$ cat src/rtl/pll_lock_reset_gen.sv
// -----------------------------------------------------------------------------
// pll_lock_reset_gen
//
// Sequences the PLL reset and standby controls, qualifies the asynchronous PLL
// lock indication, and generates the active-low system reset for the UART loop
// logic. Runs on the free-running PLL reference clock, never on the PLL output.
// If lock never arrives (the simulation PLL model never asserts extlock), a
// timeout either releases the system anyway or restarts the PLL reset pulse.
//
// Ports:
//   clk          in   reference clock (PLL refclk)
//   reset        in   synchronous, active-high reset
//   extlock      in   PLL lock indication, asynchronous to clk
//   stdby_req    in   standby request, level, synchronous to clk
//   pll_reset    out  PLL reset, active-high
//   pll_stdby    out  PLL standby
//   sys_rst_n    out  system reset, active-low
//   locked       out  high only in RUN
//   lock_timeout out  sticky timeout flag, cleared only by reset
//   lock_lost    out  one-cycle pulse when lock drops in RUN
//   state        out  current FSM state encoding (debug)
//
// Every output is a flop whose next value is decoded from the next state, so
// outputs change on the same edge as the state register and no input has a
// combinational path to an output.
// -----------------------------------------------------------------------------
module pll_lock_reset_gen #(
  parameter int SYNC_STAGES        = 2,
  parameter int PLL_RST_CYCLES     = 16,
  parameter int STABLE_CYCLES      = 1024,
  parameter int TIMEOUT_CYCLES     = 65536,
  parameter int RELEASE_ON_TIMEOUT = 1,
  parameter int CNT_W              = 17
) (
  input  logic       clk,
  input  logic       reset,
  input  logic       extlock,
  input  logic       stdby_req,
  output logic       pll_reset,
  output logic       pll_stdby,
  output logic       sys_rst_n,
  output logic       locked,
  output logic       lock_timeout,
  output logic       lock_lost,
  output logic [2:0] state
);

  typedef enum logic [2:0] {
    PLL_RST   = 3'd0,
    WAIT_LOCK = 3'd1,
    STABLE    = 3'd2,
    RUN       = 3'd3,
    TO_RUN    = 3'd4,
    STANDBY   = 3'd5
  } state_t;

  localparam logic [CNT_W-1:0] RST_LAST = CNT_W'(PLL_RST_CYCLES - 1);
  localparam logic [CNT_W-1:0] STB_LAST = CNT_W'(STABLE_CYCLES - 1);
  localparam logic [CNT_W-1:0] TO_LAST  =
    CNT_W'((TIMEOUT_CYCLES == 0) ? 0 : TIMEOUT_CYCLES - 1);
  localparam logic             TO_EN    = (TIMEOUT_CYCLES != 0);
  localparam state_t           TO_DEST  =
    (RELEASE_ON_TIMEOUT != 0) ? TO_RUN : PLL_RST;
  localparam logic [CNT_W-1:0] CNT_ONE  = CNT_W'(1);

  state_t             cur_state, nxt_state;
  logic [CNT_W-1:0]   rst_cnt, rst_cnt_nxt;
  logic [CNT_W-1:0]   to_cnt, to_cnt_nxt, to_cnt_inc;
  logic [CNT_W-1:0]   stb_cnt, stb_cnt_nxt;
  logic [SYNC_STAGES-1:0] sync_q;
  logic               extlock_s;
  logic               timeout_hit;
  logic               set_timeout;
  logic               lost_nxt;
  logic               pll_reset_nxt, pll_stdby_nxt, sys_rst_n_nxt, locked_nxt;

  // ---------------------------------------------------------------------------
  // Lock synchronizer. extlock means nothing while the PLL is held in reset or
  // standby, so the chain is held clear whenever pll_reset is driven; a stale
  // lock from before the reset pulse can therefore never shorten qualification.
  // ---------------------------------------------------------------------------
  // NOTE: sequential state is written with non-blocking assignments only, so
  // every flop samples the pre-edge value of every other flop.
  always_ff @(posedge clk) begin
    if (reset || pll_reset) begin
      sync_q <= '0;
    end else begin
      sync_q <= {sync_q[SYNC_STAGES-2:0], extlock};
    end
  end

  assign extlock_s   = sync_q[SYNC_STAGES-1];
  assign timeout_hit = TO_EN && (to_cnt == TO_LAST);
  // Saturating increment: with the timeout disabled to_cnt must not wrap.
  assign to_cnt_inc  = (to_cnt == '1) ? to_cnt : to_cnt + CNT_ONE;

  // ---------------------------------------------------------------------------
  // Next-state and counter logic
  // ---------------------------------------------------------------------------
  // NOTE: every variable written here gets a default first; a path that leaves
  // one unassigned would infer a latch.
  always_comb begin
    nxt_state   = cur_state;
    rst_cnt_nxt = rst_cnt;
    to_cnt_nxt  = to_cnt;
    stb_cnt_nxt = stb_cnt;
    set_timeout = 1'b0;
    lost_nxt    = 1'b0;

    if (stdby_req) begin
      nxt_state = STANDBY;
    end else begin
      case (cur_state)
        PLL_RST: begin
          if (rst_cnt == RST_LAST) nxt_state = WAIT_LOCK;
          else                     rst_cnt_nxt = rst_cnt + CNT_ONE;
        end

        WAIT_LOCK: begin
          if (timeout_hit) begin
            set_timeout = 1'b1;
            nxt_state   = TO_DEST;
          end else begin
            to_cnt_nxt = to_cnt_inc;
            if (extlock_s) begin
              nxt_state   = STABLE;
              stb_cnt_nxt = '0;
            end
          end
        end

        STABLE: begin
          // Order matters: a completed qualification beats the timeout, and
          // the timeout beats a lock drop; a drop on the terminal cycle falls
          // through to the abort branch because extlock_s is low.
          if (extlock_s && (stb_cnt == STB_LAST)) begin
            nxt_state = RUN;
          end else if (timeout_hit) begin
            set_timeout = 1'b1;
            nxt_state   = TO_DEST;
          end else begin
            to_cnt_nxt = to_cnt_inc;
            if (!extlock_s) begin
              nxt_state   = WAIT_LOCK;
              stb_cnt_nxt = '0;
            end else begin
              stb_cnt_nxt = stb_cnt + CNT_ONE;
            end
          end
        end

        RUN: begin
          if (!extlock_s) begin
            nxt_state = PLL_RST;
            lost_nxt  = 1'b1;
          end
        end

        // Timeout release is final until standby or reset; extlock ignored.
        TO_RUN: nxt_state = TO_RUN;

        // stdby_req is low on this path, so standby is being released.
        STANDBY: nxt_state = PLL_RST;

        default: nxt_state = PLL_RST;
      endcase
    end

    // Every entry into PLL_RST restarts both the reset pulse and the timeout.
    if ((nxt_state == PLL_RST) && (cur_state != PLL_RST)) begin
      rst_cnt_nxt = '0;
      to_cnt_nxt  = '0;
    end
  end

  // ---------------------------------------------------------------------------
  // Output decode from the next state; registered below.
  // ---------------------------------------------------------------------------
  always_comb begin
    pll_reset_nxt = 1'b0;
    pll_stdby_nxt = 1'b0;
    sys_rst_n_nxt = 1'b0;
    locked_nxt    = 1'b0;
    case (nxt_state)
      PLL_RST: pll_reset_nxt = 1'b1;
      RUN: begin
        sys_rst_n_nxt = 1'b1;
        locked_nxt    = 1'b1;
      end
      TO_RUN:  sys_rst_n_nxt = 1'b1;
      STANDBY: begin
        pll_reset_nxt = 1'b1;
        pll_stdby_nxt = 1'b1;
      end
      default: ;
    endcase
  end

  // ---------------------------------------------------------------------------
  // State, counters and registered outputs
  // ---------------------------------------------------------------------------
  always_ff @(posedge clk) begin
    if (reset) begin
      cur_state    <= PLL_RST;
      rst_cnt      <= '0;
      to_cnt       <= '0;
      stb_cnt      <= '0;
      pll_reset    <= 1'b1;
      pll_stdby    <= 1'b0;
      sys_rst_n    <= 1'b0;
      locked       <= 1'b0;
      lock_timeout <= 1'b0;
      lock_lost    <= 1'b0;
    end else begin
      cur_state    <= nxt_state;
      rst_cnt      <= rst_cnt_nxt;
      to_cnt       <= to_cnt_nxt;
      stb_cnt      <= stb_cnt_nxt;
      pll_reset    <= pll_reset_nxt;
      pll_stdby    <= pll_stdby_nxt;
      sys_rst_n    <= sys_rst_n_nxt;
      locked       <= locked_nxt;
      lock_timeout <= lock_timeout | set_timeout;
      lock_lost    <= lost_nxt;
    end
  end

  assign state = cur_state;

endmodule

$ cat config.mk
export PLATFORM = sky130hd
export DESIGN_NAME = pll_lock_reset_gen
export DESIGN_NICKNAME = d
export VERILOG_FILES = /design/src/rtl/pll_lock_reset_gen.sv
export SDC_FILE = /design/constraint.sdc
export NUM_CORES = 1
export LEC_CHECK = 0
export ABC_AREA = 1
export BUFFER_PORTS_ARGS = -buffer_cell sky130_fd_sc_hd__buf_2
export CAP_MARGIN = 20
export CORE_MARGIN = 2
export CORE_UTILIZATION = 50
export DETAILED_ROUTE_END_ITERATION = 8
export PLACE_DENSITY = 0.66
export SETUP_SLACK_MARGIN = 0.4
export SYNTH_ARGS = -nofsm -noshare
export SYNTH_HDL_FRONTEND = slang
export SYNTH_SLANG_ARGS = --single-unit
$ cat constraint.sdc
create_clock -name clk -period 3.8 [get_ports clk]
set_input_delay 0.38 -clock clk [delete_from_list [all_inputs] [get_ports clk]]
set_output_delay 0.38 -clock clk [all_outputs]
set_load 0.02 [all_outputs]
# After elaboration in Yosys (flattened, before gate mapping)
# Index checks and enable logic that the tools add are counted.
[totals]
register_bits = 62
output_inout_bits = 9
wordCells = 75
[classes]
n_addsub = 3
eq_ne = 15
muxes = 28
bitwise = 4
reduce_logical = 14
[ops]
columns = ["cell", "n"]
rows = [
  ["two-way mux 17 bit", 8],
  ["case mux 17 bit (2 select lines)", 2],
  ["adder 17 x 1 -> 17 bit, second input constant", 3],
  ["two-way mux 3 bit", 8],
  ["== test 17 x 10 -> 1 bit, second input constant", 1],
  ["== test 17 x 16 -> 1 bit, second input constant", 1],
  ["== test 17 bit, second input constant", 1],
  ["== test 17 x 4 -> 1 bit, second input constant", 1],
  ["case mux 3 bit (5 select lines)", 1],
  ["== test 3 x 2 -> 1 bit, second input constant", 3],
  ["== test 3 bit, second input constant", 3],
  ["two-way mux 1 bit", 8],
  ["inequality test 2 bit, second input constant", 4],
  ["zero test 3 bit", 2],
  ["AND reduction 3 bit", 2],
  ["AND reduction 6 bit", 1],
  ["OR reduction 2 bit", 3],
  ["== test 3 x 1 -> 1 bit, second input constant", 1],
  ["inverter 1 bit", 3],
  ["nonzero test 3 bit", 1],
  ["OR reduction 3 bit", 1],
  ["logical AND 1 bit", 2],
  ["case mux 1 bit (2 select lines)", 1],
  ["nonzero test 2 bit", 1],
  ["other kinds (2)", 2],
]

# Logic depth before layout (Yosys ltp)
[logic_depth]
depth_word = 8
mapped_depth = 18
depth_no_buf = 17

# Worst setup path before layout
# OpenSTA, ideal clock, no wires.
[synth_timing]
path_kind = "register to register"
startpoint = "reg to_cnt[0]"
endpoint = "reg rst_cnt[5]"
t_required_ns = 3.691
path_slack_ns = 1.225
t_arrival_ns = 2.466
stages_incl_launch_ff = 19
period_less_slack_ns = 2.575
setup_time_ns = 0.109
cell_sequence = "dfxtp_1 ha_1 nand2_1 nor3_1 nand4_1 nor3_1 ha_1 nor2_1 nand2_1 nand2_1 clkinv_1 nand2_1 nor2_2 nand3_1 nand2_2 nand3_4 buf_8 nand2_1 inv_1"
[synth_between]
elab_chain_len = 8
elab_cells_between_ends = 9
[synth_lines]
columns = ["element", "line", "text"]
rows = [
  ["start: declaration", "68", "logic [CNT_W-1:0] to_cnt, to_cnt_nxt, to_cnt_inc;"],
  ["start signal: assignment", "217", "to_cnt <= to_cnt_nxt;"],
  ["== test 17 x 16 -> 1 bit (*)", "93", "assign timeout_hit = TO_EN && (to_cnt == TO_LAST);"],
  ["two-way mux 3 bit", "138", "end else if (timeout_hit) begin"],
  ["two-way mux 3 bit", "136", "if (extlock_s && (stb_cnt == STB_LAST)) begin"],
  ["case mux 3 bit (5 select lines) (*)", "113", "case (cur_state)"],
  ["two-way mux 3 bit (*)", "110", "if (stdby_req) begin"],
  ["zero test 3 bit (*)", "170", "if ((nxt_state == PLL_RST) && (cur_state != PLL_RST)) begin"],
  ["logical AND 1 bit (*)", "170", ""],
  ["OR reduction 2 bit (no source line) (*)", "n/a", ""],
  ["end signal: assignment", "216", "rst_cnt <= rst_cnt_nxt;"],
  ["end: declaration", "67", "logic [CNT_W-1:0] rst_cnt, rst_cnt_nxt;"],
]
# Mark *: on every way between the ends. The rest lies on a longest branch, timed or not.
# A chain may end at the register's enable or synchronous reset.

# Worst setup path after layout
[layout_timing]
startpoint = "reg to_cnt[0]"
endpoint = "reg rst_cnt[2]"
# The elaborated chain is that of the path after synthesis.

==> impl_metrics.tcl <==
set metrics [dict create \
    yosysMostFrequentCell "nand2_1" \
    place_hpwl_mm 5.27 \
    hold_viol 0 \
    crit_path_max_fanout 17 \
    dieArea_um2 8090 \
    status "complete, no violations" \
    worst_path_dominant_cell_family "simple AND/OR/NAND/NOR gates" \
    final_nets 566 \
    die_w_um 90.0 \
    worst_path_largest_cell_delay_ps 390 \
    syn_nets 556 \
    yosys.area.top_type "dfxtp_1" \
    h-tree-depth 3 \
    coreArea_um2 7210 \
    fin_crit_sh_pct 80.4 \
    drt_pass1_iterations 4 \
    wire_per_inst_um 11.6 \
    finalCriticalPeriod_ps 3050 \
    ys_seq_area_share_pct 33.6 \
    viasPerCell 4.89 \
    clock_sinks 62 \
    numCtsBuffers 9 \
    path_cells "ha_1, nand2_1, nor3_1, nand4_1, nor3_2, ha_1, nor2_1, nand2_1, nand2_1, clkinv_1, nand2_1, nor2_2, nand3_1, nand2_2, nand3_4, nand2_2, inv_1" \
    cp.required_ps 4040 \
    cap_violations 0 \
    worstSetupPathType "flop to flop" \
    synth_area_um2 3690 \
    slowest_stage "dfxtp_1" \
    fin_worst_skew_ps 7.09 \
    synthesis.instances 546 \
    finalSetupTns_ps 0 \
    ioPinCount 13 \
    synthArstFlopShare_pct 0 \
    track_usage_pct 19.6 \
    detail-route-antenna-nets 0 \
    setup_viol 0 \
    cts-hold-fix-buffers 0 \
    synth_edf_count 0 \
    routed_wl_mm 7.67 \
    remaining_drc_errors 0 \
    cts_buffer_depth 2 \
    avgSynthCellArea_um2 6.76 \
    cts_root_buf "clkbuf_8" \
    post-place-ws_ps 545 \
    start_util_pct 51.2 \
    overflow 0 \
    drive_gt1_share_pct 13.4 \
    vdd_drop_max_mv 0.243 \
    grt_pass1_vias 3042 \
    ys_top_cells_by_count "nand2_1 (130), inv_1 (78), nor2_1 (64)" \
    cp_common_cell "nand2_1" \
    tightest_slew_ps 789 \
    slew_viol_final 0 \
    relSlewSlack_pct 47.2 \
    die_h_um 90.0 \
    fmax_ghz 0.327 \
    grt_max_degree 35 \
    rsz0062_at_grt "no" \
    ys_warn_count 0 \
    p_per_area_nw_per_um2 352 \
    via_count 3227 \
    synth_flop_cell "dfxtp_1" \
    antenna_cells 0 \
    synthTopCellsByArea "dfxtp_1 (34%), nand2_1 (13%), inv_1 (7.9%)" \
    gp_congestion 0.857 \
    endpoint_kind "flop" \
    drt_iter0_markers 90 \
    antenna_found_initial 0 \
    worstHoldPathType "primary input to flop" \
    synth_top_area_share_pct 33.6 \
    clk_latency_ps 350 \
    postCtsSetupBuffers 0 \
    num_rows 31 \
    critPathArrivalTime_ps 3300 \
    setup.worst_path.start_class "flop" \
    finalWorstSetupSlack_ps 746 \
    yosysUniqueCellTypes 34 \
    power.leakage_nw 1.72 \
    ys_ff_latch 62 \
    rrSetupSlack_ps 750 \
    areaGrowthSynthToFinish_pct 8.54 \
    io_buffers 12 \
    clkTransAtPathRegs_ps 70 \
    grt_pass1_wl_mm 13.1 \
    path_buf_inv 2 \
    cts_tree "yes" \
]
[cells in the final DEF (no fill, tap or decap)]
cell and n:
clkinv_1 2, mux2_2 5, a31o_2 1, clkinv_2 2, nor2_1 64, nand3_2 4, nor3_4 1, nand3_1 28
nor2_2 2, ha_1 6, dfxtp_1 62, nand2_2 15, inv_4 2, nor3_2 3, nor3b_2 1, and3_1 1
a21oi_1 14, clkinvlp_4 2, clkbuf_8 10, xnor2_1 15, nand2_1 130, bufinv_16 2, inv_1 78, inv_2 10
nor4_1 1, nand4_1 12, o22ai_1 1, buf_2 12, nor3_1 19, nor3b_1 4, xor2_1 21, nand3_4 3
o21ai_0 22, o21ai_1 6
[cell families (layout without fill, tap and decap cells)]
kind of cell | Yosys count | count (layout) | synth area share (%)
and+or+nand+nor | 287 | 288 | 35.6
buffers and inverters | 106 | 120 | 12.6
DFF | 62 | 62 | 33.6
AOI/OAI and AO/OA | 44 | 44 | 6.10
xor gates and xnor gates | 36 | 36 | 8.54
adders and majority gates | 6 | 6 | 2.03
muxes | 5 | 5 | 1.52
[power breakdown]
part | internal (mW) | switching [mW] | total, mW
Combinational | 0.0232 | 0.0643 | 0.0875
Clock | 0.385 | 0.273 | 0.657
Sequential | 0.657 | 0.00732 | 0.664
Total | 1.06 | 0.344 | 1.41
[final timing paths]
check,endpoint,start,depth (start not counted)
worst min-delay path,lock_lost,stdby_req,2
worst min register to register,sync_q[1],pll_reset,1
worst max register to register,rst_cnt[2],to_cnt[0],17
worst max-delay path,rst_cnt[2],to_cnt[0],17
[sequential cells by signal, summed over array words and instances, names as in the netlist]
signal,count
locked,1
lock_lost,1
lock_timeout,1
sys_rst_n,1
sync_q,2
pll_reset,1
pll_stdby,1
to_cnt,17
rst_cnt,17
state,3
stb_cnt,17
[metal layers]
metal,GRT usage [%],vias up,routed length [um]
met5,0,-,0
met2,33.3,46,3780
met4,8.59,0,91
met3,5.70,8,274
li1,-,1721,-
met1,23.1,1452,3530
[layout make-up]
| type | count | area (um2) |
|---|---|---|
| well taps | 99 | 124 |
| repair buffers | 12 | 60.1 |
| flip-flops and latches | 62 | 1240 |
| clock buffers | 10 | 138 |
| fillers | 743 | 3210 |
| multi-input cells | 379 | 2010 |
| inverters | 92 | 350 |
| clock inverters | 6 | 85.1 |
[what timing repair did]
item,in CTS,in global routing
hold endpoints to repair,0,0
endpoints found under the setup margin,0,35
gates resized for setup,0,2
[metrics by stage]
| step | cells | total power [mW] | util (%) | hold WS (ps) | area, um2 |
|---|---|---|---|---|---|
| CTS | 659 | 1.42 | 55.3 | 197 | 3990 |
| finish | 660 | 1.41 | 55.6 | 209 | 4010 |
| detailed placement | 643 | 0.762 | 52.2 | 433 | 3760 |
| global placement | 643 | 0.760 | 52.2 | 432 | 3760 |
| floorplan | 546 | 0.754 | - | 442 | 3690 |
| global route | 660 | 1.46 | 55.6 | 212 | 4010 |
[worst reg2reg max path: cells and delay by family (launching register included)]
family / cells / cell delay (ps)
buffers and inverters: 2 / 80
DFF: 1 / 390
adders and majority gates: 2 / 500
and+or+nand+nor: 13 / 1980
(Power assumes the default switching activity.)
